<file path="config.mk">
export PLATFORM = sky130hd
export DESIGN_NAME = magnetron_cook_controller_flat
export DESIGN_NICKNAME = d
export VERILOG_FILES = /design/src/rtl/magnetron_cook_controller_pkg.sv /design/src/rtl/magnetron_cook_controller_if.sv /design/src/rtl/mmss_bcd_countdown.sv /design/src/rtl/magnetron_cook_controller.sv /design/src/flat_wrapper.sv
export SDC_FILE = /design/constraint.sdc
export NUM_CORES = 1
export LEC_CHECK = 0
export CAP_MARGIN = 10
export CORE_ASPECT_RATIO = 1.25
export CORE_MARGIN = 3
export CORE_UTILIZATION = 45
export DETAILED_ROUTE_END_ITERATION = 10
export PLACE_DENSITY = 0.75
export RECOVER_POWER = 25
export SETUP_SLACK_MARGIN = 0.1
export SLEW_MARGIN = 20
export SYNTH_ARGS = -nofsm -noshare
export SYNTH_HDL_FRONTEND = slang
export SYNTH_SLANG_ARGS = --single-unit
</file>
<file path="constraint.sdc">
create_clock -name clk -period 2.96 [get_ports clk]
set_clock_uncertainty 0.2 [all_clocks]
set_input_delay 0.296 -clock clk [delete_from_list [all_inputs] [get_ports clk]]
set_output_delay 0.296 -clock clk [all_outputs]
set_load 0.02 [all_outputs]
</file>
<file path="src/rtl/magnetron_cook_controller_pkg.sv">
// Shared types for the magnetron cook controller slice.
// State encoding and BCD digit width.
package magnetron_cook_controller_pkg;

  localparam int DIGIT_W = 4;

  typedef enum logic [1:0] {
    ST_IDLE    = 2'd0,
    ST_COOKING = 2'd1,
    ST_PAUSED  = 2'd2,
    ST_DONE    = 2'd3
  } state_t;

endpackage

</file>
<file path="src/rtl/magnetron_cook_controller_if.sv">
// Keypad/button/status bundle of the cook controller.
// master: panel side (drives buttons/keys); slave: controller.
interface magnetron_cook_controller_if;
  import magnetron_cook_controller_pkg::*;

  logic               startn;
  logic               stopn;
  logic               clearn;
  logic               door_closed;
  logic               key_valid;
  logic [DIGIT_W-1:0] key_digit;
  logic               magnetron_on;
  logic [7:0]         min_bcd;
  logic [7:0]         sec_bcd;
  logic               timer_done;
  logic               done_pulse;
  logic [1:0]         state;

  modport master (
    output startn, stopn, clearn, door_closed,
    output key_valid, key_digit,
    input  magnetron_on, min_bcd, sec_bcd,
    input  timer_done, done_pulse, state
  );

  modport slave (
    input  startn, stopn, clearn, door_closed,
    input  key_valid, key_digit,
    output magnetron_on, min_bcd, sec_bcd,
    output timer_done, done_pulse, state
  );

endinterface

</file>
<file path="src/rtl/mmss_bcd_countdown.sv">
// Four-digit BCD MM:SS register: shift-load, 1 s decrement, clear.
// Ports: clr/load/dec controls, digit in, min/sec out, zero flags.
module mmss_bcd_countdown
  import magnetron_cook_controller_pkg::*;
(
  input  logic               clk,
  input  logic               resetn,
  input  logic               clr,
  input  logic               load,
  input  logic               dec,
  input  logic [DIGIT_W-1:0] digit,
  output logic [7:0]         min_bcd,
  output logic [7:0]         sec_bcd,
  output logic               is_zero,
  output logic               dec_zero
);

  localparam logic [DIGIT_W-1:0] ONE  = DIGIT_W'(1);
  localparam logic [DIGIT_W-1:0] FIVE = DIGIT_W'(5);
  localparam logic [DIGIT_W-1:0] NINE = DIGIT_W'(9);

  // q[3]=min_hi q[2]=min_lo q[1]=sec_hi q[0]=sec_lo
  logic [3:0][DIGIT_W-1:0] q;
  logic [3:0][DIGIT_W-1:0] q_dec;

  always_comb begin
    q_dec = q;
    if (q[0] != '0) begin
      q_dec[0] = q[0] - ONE;
    end else if (q[1] != '0) begin
      q_dec[1] = q[1] - ONE;
      q_dec[0] = NINE;
    end else begin
      q_dec[1] = FIVE;
      q_dec[0] = NINE;
      if (q[2] != '0) begin
        q_dec[2] = q[2] - ONE;
      end else begin
        q_dec[3] = q[3] - ONE;
        q_dec[2] = NINE;
      end
    end
  end

  always_ff @(posedge clk or negedge resetn) begin
    if (!resetn)   q <= '0;
    else if (clr)  q <= '0;
    else if (load) q <= {q[2:0], digit};
    else if (dec)  q <= q_dec;
  end

  assign min_bcd  = {q[3], q[2]};
  assign sec_bcd  = {q[1], q[0]};
  assign is_zero  = (q == '0);
  assign dec_zero = (q_dec == '0);

endmodule

</file>
<file path="src/rtl/magnetron_cook_controller.sv">
// Cook sequencer: FSM, 1 s prescaler, button edges, registered outputs.
// Ports: clk, resetn, bus (slave) carrying buttons, keys and status.
module magnetron_cook_controller
  import magnetron_cook_controller_pkg::*;
#(
  parameter int CLK_PER_SEC = 50_000_000
) (
  input  logic                        clk,
  input  logic                        resetn,
  magnetron_cook_controller_if.slave  bus
);

  localparam int PW = $clog2(CLK_PER_SEC);
  localparam logic [PW-1:0] PRE_MAX = PW'(CLK_PER_SEC - 1);

  state_t        st_q, st_d;
  logic [PW-1:0] pre_q;
  logic          startn_q, stopn_q;
  logic          start_ev, stop_ev, tick, key_ok;
  logic          pre_clr, pre_inc;
  logic          t_clr, t_load, t_dec;
  logic          is_zero, dec_zero;

  assign start_ev = startn_q & ~bus.startn;
  assign stop_ev  = stopn_q & ~bus.stopn;
  assign tick     = (pre_q == PRE_MAX);
  assign key_ok   = bus.key_valid &&
                    (bus.key_digit <= DIGIT_W'(9));

  always_comb begin
    st_d    = st_q;
    pre_clr = 1'b0;
    pre_inc = 1'b0;
    t_clr   = 1'b0;
    t_load  = 1'b0;
    t_dec   = 1'b0;
    if (!bus.clearn) begin
      st_d    = ST_IDLE;
      pre_clr = 1'b1;
      t_clr   = 1'b1;
    end else begin
      unique case (st_q)
        ST_IDLE: begin
          t_load = key_ok;
          if (start_ev && bus.door_closed && !is_zero)
            st_d = ST_COOKING;
        end
        ST_COOKING: begin
          // pause holds time and prescaler, even on a tick
          if (!bus.door_closed || stop_ev) begin
            st_d = ST_PAUSED;
          end else if (tick) begin
            pre_clr = 1'b1;
            t_dec   = 1'b1;
            if (dec_zero) st_d = ST_DONE;
          end else begin
            pre_inc = 1'b1;
          end
        end
        ST_PAUSED: begin
          if (!bus.door_closed) begin
            st_d = ST_PAUSED;
          end else if (stop_ev) begin
            st_d    = ST_IDLE;
            pre_clr = 1'b1;
            t_clr   = 1'b1;
          end else if (start_ev) begin
            st_d = ST_COOKING;
          end
        end
        ST_DONE: begin
          if (!bus.door_closed || start_ev)
            st_d = ST_IDLE;
        end
        default: st_d = ST_IDLE;
      endcase
    end
  end

  always_ff @(posedge clk or negedge resetn) begin
    if (!resetn) begin
      st_q             <= ST_IDLE;
      pre_q            <= '0;
      startn_q         <= 1'b1;
      stopn_q          <= 1'b1;
      bus.magnetron_on <= 1'b0;
      bus.timer_done   <= 1'b0;
      bus.done_pulse   <= 1'b0;
    end else begin
      st_q     <= st_d;
      startn_q <= bus.startn;
      stopn_q  <= bus.stopn;
      if (pre_clr)      pre_q <= '0;
      else if (pre_inc) pre_q <= pre_q + PW'(1);
      // outputs follow the next state so they align with st_q
      bus.magnetron_on <= (st_d == ST_COOKING);
      bus.timer_done   <= (st_d == ST_DONE);
      bus.done_pulse   <= (st_d == ST_DONE) &&
                          (st_q != ST_DONE);
    end
  end

  assign bus.state = st_q;

  mmss_bcd_countdown u_time (
    .clk      (clk),
    .resetn   (resetn),
    .clr      (t_clr),
    .load     (t_load),
    .dec      (t_dec),
    .digit    (bus.key_digit),
    .min_bcd  (bus.min_bcd),
    .sec_bcd  (bus.sec_bcd),
    .is_zero  (is_zero),
    .dec_zero (dec_zero)
  );

endmodule

</file>
<file path="src/flat_wrapper.sv">
// flat-port wrapper written by rule: the top's interface ports become plain ports
module magnetron_cook_controller_flat import magnetron_cook_controller_pkg::*;
#(
  parameter int CLK_PER_SEC = 50_000_000
)
  (clk, resetn, bus_startn, bus_stopn, bus_clearn, bus_door_closed, bus_key_valid, bus_key_digit, bus_magnetron_on, bus_min_bcd, bus_sec_bcd, bus_timer_done, bus_done_pulse, bus_state);
  magnetron_cook_controller_if bus_i ();
  input  logic clk;
  input  logic resetn;
  input wire logic [$bits(bus_i.startn)-1:0] bus_startn;
  input wire logic [$bits(bus_i.stopn)-1:0] bus_stopn;
  input wire logic [$bits(bus_i.clearn)-1:0] bus_clearn;
  input wire logic [$bits(bus_i.door_closed)-1:0] bus_door_closed;
  input wire logic [$bits(bus_i.key_valid)-1:0] bus_key_valid;
  input wire logic [$bits(bus_i.key_digit)-1:0] bus_key_digit;
  output wire logic [$bits(bus_i.magnetron_on)-1:0] bus_magnetron_on;
  output wire logic [$bits(bus_i.min_bcd)-1:0] bus_min_bcd;
  output wire logic [$bits(bus_i.sec_bcd)-1:0] bus_sec_bcd;
  output wire logic [$bits(bus_i.timer_done)-1:0] bus_timer_done;
  output wire logic [$bits(bus_i.done_pulse)-1:0] bus_done_pulse;
  output wire logic [$bits(bus_i.state)-1:0] bus_state;
  assign bus_i.startn = bus_startn;
  assign bus_i.stopn = bus_stopn;
  assign bus_i.clearn = bus_clearn;
  assign bus_i.door_closed = bus_door_closed;
  assign bus_i.key_valid = bus_key_valid;
  assign bus_i.key_digit = bus_key_digit;
  assign bus_magnetron_on = bus_i.magnetron_on;
  assign bus_min_bcd = bus_i.min_bcd;
  assign bus_sec_bcd = bus_i.sec_bcd;
  assign bus_timer_done = bus_i.timer_done;
  assign bus_done_pulse = bus_i.done_pulse;
  assign bus_state = bus_i.state;
  magnetron_cook_controller #(.CLK_PER_SEC(CLK_PER_SEC)) u_core (.clk(clk), .resetn(resetn), .bus(bus_i));
endmodule
</file>
# Word-level counts from Yosys, hierarchy flattened
# Index checks and enable logic that the tools add are counted.
# op_classes
n_lt_le_gt_ge,1
reduce_logical,16
bitwise,4
n_addsub,5
n_eq_ne,7
muxes,37
# ops
operator,count
$mux 26,2
$mux 16,3
$logic_not 16->1,2
$add 26x1->26 const B,1
$eq 26x26->1 const B,1
$mux 2,9
$mux 8,2
$sub 4x1->4 const B,4
$mux 1,15
$mux 12,1
$mux 4,3
$reduce_bool 4->1,3
$pmux 2 s4,1
$eq 2x2->1 const B,3
$eq 2x1->1 const B,2
$le 4x4->1 const B,1
$logic_and 1x1->1,4
$reduce_bool 3->1,1
$and 1x1->1,2
$logic_not 1->1,2
$logic_not 2->1,1
$logic_or 1x1->1,2
$ne 2x2->1 const B,1
$not 1->1,2
other kinds (2),2
# word_totals
word_cells,81
ff_bits,49
input_bits,11
output_inout_bits,21

# Depth between registers and ports, before layout
# logic_depth
ltp_word,12
mapped_depth,9
mapped_depth_nobuf,8

# Modules after synthesis
# A second synthesis with hierarchy kept.
# unflattened
hier_cells,334
hier_area_um2,3007.9
# by_module_without_submodules
module,n_inst,cells_each,seq_area_each_um2,area_per_inst_um2
magnetron_cook_controller,1,212,828.3,1936.9
mmss_bcd_countdown,1,122,400.4,1071.0

# Worst setup path after synthesis
# No wires, ideal clock.
# synth_path
path_type,reg-to-reg
startpoint,register u_core.st_q[1] (netlist: u_core.bus.state[1])
endpoint,register u_core.pre_q[23]
arrival_ns,2.207
t_required_ns,2.682
period_less_slack_ns,2.485
path_buffers,1
setup_time_ns,0.078
stages_incl_launch_ff,9
slack_ns,0.475
cell_sequence,dfrtp_1 > inv_1 > ha_1 > clkbuf_1 > nand4_1 > a211oi_4 > nand2_1 > or4_1 > a21oi_1
# synth_between
elab_chain_len,4
word_cells_on_any_way,8
cone_classes,eq/ne: 2; mux: 5; reduce/logical: 1
# synth_lines
element,line_no,rtl
from (decl),magnetron_cook_controller.sv:16,"state_t st_q, st_d;"
from (signal assigned),magnetron_cook_controller.sv:90,st_q <= st_d;
$eq 2x2->1 or $eq 2x1->1 (tied branches),magnetron_cook_controller.sv:42,unique case (st_q)
$pmux 1 s2 or $mux 1 (tied branches),magnetron_cook_controller.sv:42,
$mux 1,magnetron_cook_controller.sv:37,if (!bus.clearn) begin
$mux 26 or $reduce_bool 2->1 (tied branches),n/a,
to (signal assigned),magnetron_cook_controller.sv:94,else if (pre_inc) pre_q <= pre_q + PW'(1);
to (decl),magnetron_cook_controller.sv:17,logic [PW-1:0] pre_q;
# Parallel ways exist; a longest one is shown, timed or not.
# A chain may end at the register's enable or synchronous reset.

# Worst setup path in the final report
# layout_path
startpoint,register u_core.pre_q[0]
endpoint,register u_core.bus.done_pulse
# layout_between
elab_chain_len,7
# layout_lines
element,line_no,rtl
$eq 26x26->1,magnetron_cook_controller.sv:26,assign tick = (pre_q == PRE_MAX);
$mux 2,magnetron_cook_controller.sv:52,end else if (tick) begin
$mux 2,magnetron_cook_controller.sv:50,if (!bus.door_closed || stop_ev) begin
$pmux 2 s4,magnetron_cook_controller.sv:42,
$mux 2,magnetron_cook_controller.sv:37,
via u_core.st_d[1],magnetron_cook_controller.sv:16,
$eq 2x2->1,magnetron_cook_controller.sv:98,bus.done_pulse <= (st_d == ST_DONE) &&
$logic_and 1x1->1,magnetron_cook_controller.sv:98,
to (signal assigned),magnetron_cook_controller.sv:98,
to (decl),magnetron_cook_controller_if.sv:30,"output timer_done, done_pulse, state"
# The timed path passes the listed nets, and every way through them passes these cells.

==> results.py <==
metrics = {
    "sta": {
        "timing.final.ws_setup_ns": 0.324,
        "period_needed_ns": 2.64,
        "setup_viol": 0,
        "rsz0062_at_grt": "no",
        "slew_headroom_pct": 43.6,
        "finalCritPeriodShare_pct": 89.0,
        "finalHoldViolCount": 0,
        "tns_ns": 0,
        "slew_viol_final": 0,
        "clock.fmax_mhz": 379,
        "worst_slew_pin_slew_ns": 0.846,
    },
    "detailed_routing": {
        "drt.antenna.violating_nets": 0,
        "first_iter_violations": 157,
        "vias": 2554,
        "vias_per_cell": 5.77,
        "drc": 0,
        "wl_per_cell_um": 15.5,
        "routed_wl_um": 6890,
        "dr.pass1.iters": 4,
    },
    "cells_and_area": {
        "n_fill_cell": 595,
        "postLayoutCoreUtil_pct": 56.3,
        "stdcell_count": 443,
        "multi_input_area_um2": 1670,
        "nNetsFinal": 376,
        "fin_area_um2": 3540,
        "seq_area_um2": 1230,
        "antenna_cells": 0,
        "drive_gt1_share_pct": 12.0,
        "syn2layout_area_growth_pct": 19.2,
    },
    "synthesis": {
        "synth_seq_cells": 49,
        "netlist_top_cells_count": "dfrtp_1 (47), nor2_1 (41), o21ai_0 (23)",
        "synthTopCellsByArea": "dfrtp_1 (40%), nor2_1 (5.2%), xnor2_1 (4.7%)",
        "ys_warn_count": 0,
        "synth_area_um2": 2970,
        "synth_cell_types": 56,
        "yosysTopAreaCellShare_pct": 39.6,
        "synth.area.mux_share_pct": 0.675,
        "synth-xor-area-share_pct": 8.86,
        "ys_seq_area_share_pct": 41.4,
        "avgSynthCellArea_um2": 9.30,
        "async_flop_share_pct": 100,
        "synth_top_cell_by_area": "dfrtp_1",
        "synth-main-ff-cell": "dfrtp_1",
        "synth_top_family_by_area": "simple AND/OR/NAND/NOR gates",
        "syn_nets": 338,
        "synth-edff-count": 0,
        "synth_cells": 319,
        "synth-compound-area-share_pct": 14.8,
        "synth_adder_area_share_pct": 3.37,
        "yosys.area_share.simple_pct": 28.4,
        "yosysMostFrequentCell": "dfrtp_1",
    },
    "min_path": {
        "hold_class": "input port to register",
        "worstHoldEndpoint": "u_core.stopn_q",
        "min-delay-start": "bus_stopn",
        "holdPathStages": 1,
    },
    "cts": {
        "cts_tree": "done",
        "clk_path_buf_depth": 2,
        "cts.htree.levels": 2,
        "ctsResizeCount": 0,
        "clock_sinks": 49,
        "numCtsBuffers": 5,
        "clk_latency_ns": 0.31,
        "cts-root-buf": "clkbuf_8",
        "clkSlewWorstSetupHoldPaths_ns": 0.09,
    },
    "global_route": {
        "grt_pass1_vias": 2497,
        "grt_pass1_wl_um": 11800,
        "grt_usage_pct": 19.0,
        "gr-total-overflow": 0,
        "grt_max_degree": 38,
        "antenna_found_initial": 0,
    },
    "floorplan": {
        "fp-row-count": 32,
        "core_area_um2": 6290,
        "die_width_um": 78.6,
        "dieArea_um2": 7610,
        "io_pins": 32,
        "die_h_um": 96.8,
        "start_util_pct": 47.2,
    },
    "power": {
        "p_leak_nw": 1.45,
        "powerDensity_nw_per_um2": 552,
        "ir_drop_mv": 0.270,
    },
    "worst_setup_path": {
        "worstPathRequired_ns": 3.00,
        "cp-start-kind": "register",
        "r2r-end": "u_core.bus.done_pulse",
        "worstPathMaxFanout": 4,
        "reg2reg_depth": 7,
        "endpoint_kind": "register",
        "rrSetupSlack_ns": 0.32,
        "critical_path_class": "register to register",
        "crit_arrival_ns": 2.67,
        "r2r_start": "u_core.pre_q[0]",
        "crit_start": "u_core.pre_q[0]",
    },
    "job": {
        "maxCapViolations": 0,
    },
    "place": {
        "dpl.cell_count": 434,
        "gp_congestion": 0.911,
        "placed_cell_area_um2": 3410,
        "hpwl_um": 4930,
        "dp_worst_setup_slack_ns": 0.254,
        "numPortBuffers": 31,
    },
    "status": {
        "outcome": "completed",
    },
}
## cells in the final DEF, fill, tap and decap left out, drive strengths merged, types with 2 or more instances in the layout
cell type and n:
nand2 20, nand3 11, mux2i 2, nor2b 6, nor4 4, nor3b 3, a211oi 4, a31oi 5
xor2 14, buf 10, nor3 7, clkdlybuf4s50 28, a21o 2, dfrtp 47, o21ai 24, inv 9
o22ai 2, and3 6, a21oi 17, nand4 18, and4 7, dfstp 2, ha 8, dlygate4sd3 3
nor2 41, nor4b 2, nand2b 3, or2 4, or4 3, clkbuf 5, or3 6, xnor2 16
o31ai 4
## stage by stage
stage          hold slack (ns)  power [mW]
2_1_floorplan           -0.200        1.24
3_5_place_dp             0.250        1.47
5_1_grt                  0.354        2.08
4_1_cts                  0.215        1.97
6_report                 0.362        1.95
3_3_place_gp             0.245        1.46
## worst max-delay path, cell delays in order, from the launching register on
cell and delay, ns:
dfrtp_1 0.40, ha_1 0.22, nand4_1 0.25, or3_4 0.41, or3_4 0.39, nor3_1 0.34
a21o_1 0.20, nor3b_2 0.16
## state kept, by name, indices dropped and copies added, names as in the netlist
| register | flops |
|---|---|
| u_core.bus.magnetron_on | 1 |
| u_core.stopn_q | 1 |
| u_core.pre_q | 26 |
| u_core.startn_q | 1 |
| u_core.bus.state | 2 |
| u_core.u_time.min_bcd | 8 |
| u_core.bus.done_pulse | 1 |
| u_core.bus.timer_done | 1 |
| u_core.u_time.sec_bcd | 8 |
## per-layer routing
| metal | track usage, % | up-vias | wire, µm |
|---|---|---|---|
| li1 | - | 1225 | - |
| met1 | 25.3 | 1250 | 3120 |
| met2 | 30.9 | 66 | 3350 |
| met3 | 3.17 | 13 | 252 |
| met4 | 7.27 | 0 | 161 |
| met5 | 0 | - | 0 |
## power breakdown
part | leakage (nW) | switching (mW) | total (mW) | internal, mW
clock network | 0.0543 | 0.234 | 0.487 | 0.253
registers | 0.671 | 0.0827 | 0.802 | 0.720
logic | 0.725 | 0.394 | 0.664 | 0.270
## area by class of cell
| class | instances | area share, % |
|---|---|---|
| multi-input cells | 251 | 47.2 |
| flip-flops and latches | 49 | 34.7 |
| inverters | 9 | 0.955 |
| clock inverters | 3 | 1.31 |
| repair buffers | 41 | 10.8 |
| clock buffers | 5 | 1.95 |
| well taps | 85 | 3.01 |
## how the worst max path moves through the flow
stage	end	slack (ns)	depth (start not counted)
finish	u_core.bus.done_pulse	0.32	7
global route	u_core.u_time.sec_bcd[5]	0.14	7
CTS	u_core.u_time.sec_bcd[5]	0.33	7
detailed placement	u_core.u_time.sec_bcd[5]	0.25	7
global placement	u_core.u_time.sec_bcd[5]	0.30	7
floorplan	u_core.pre_q[23]	0.47	8
## kinds of logic (layout without fill, tap and decap cells)
group / Yosys count / in the layout
flip-flops: 49 / 49
AND/OR/NAND/NOR: 144 / 144
XOR/XNOR: 30 / 30
adder cells (fa/ha/maj): 8 / 8
buffers and inverters: 19 / 58
multiplexers: 2 / 2
AO/OA/AOI/OAI: 67 / 67
## timing repair
item,in CTS,in global routing
hold buffers,1,0
hold endpoints to repair,33,0
buffers inserted,0,0
(Power assumes the default switching activity.)
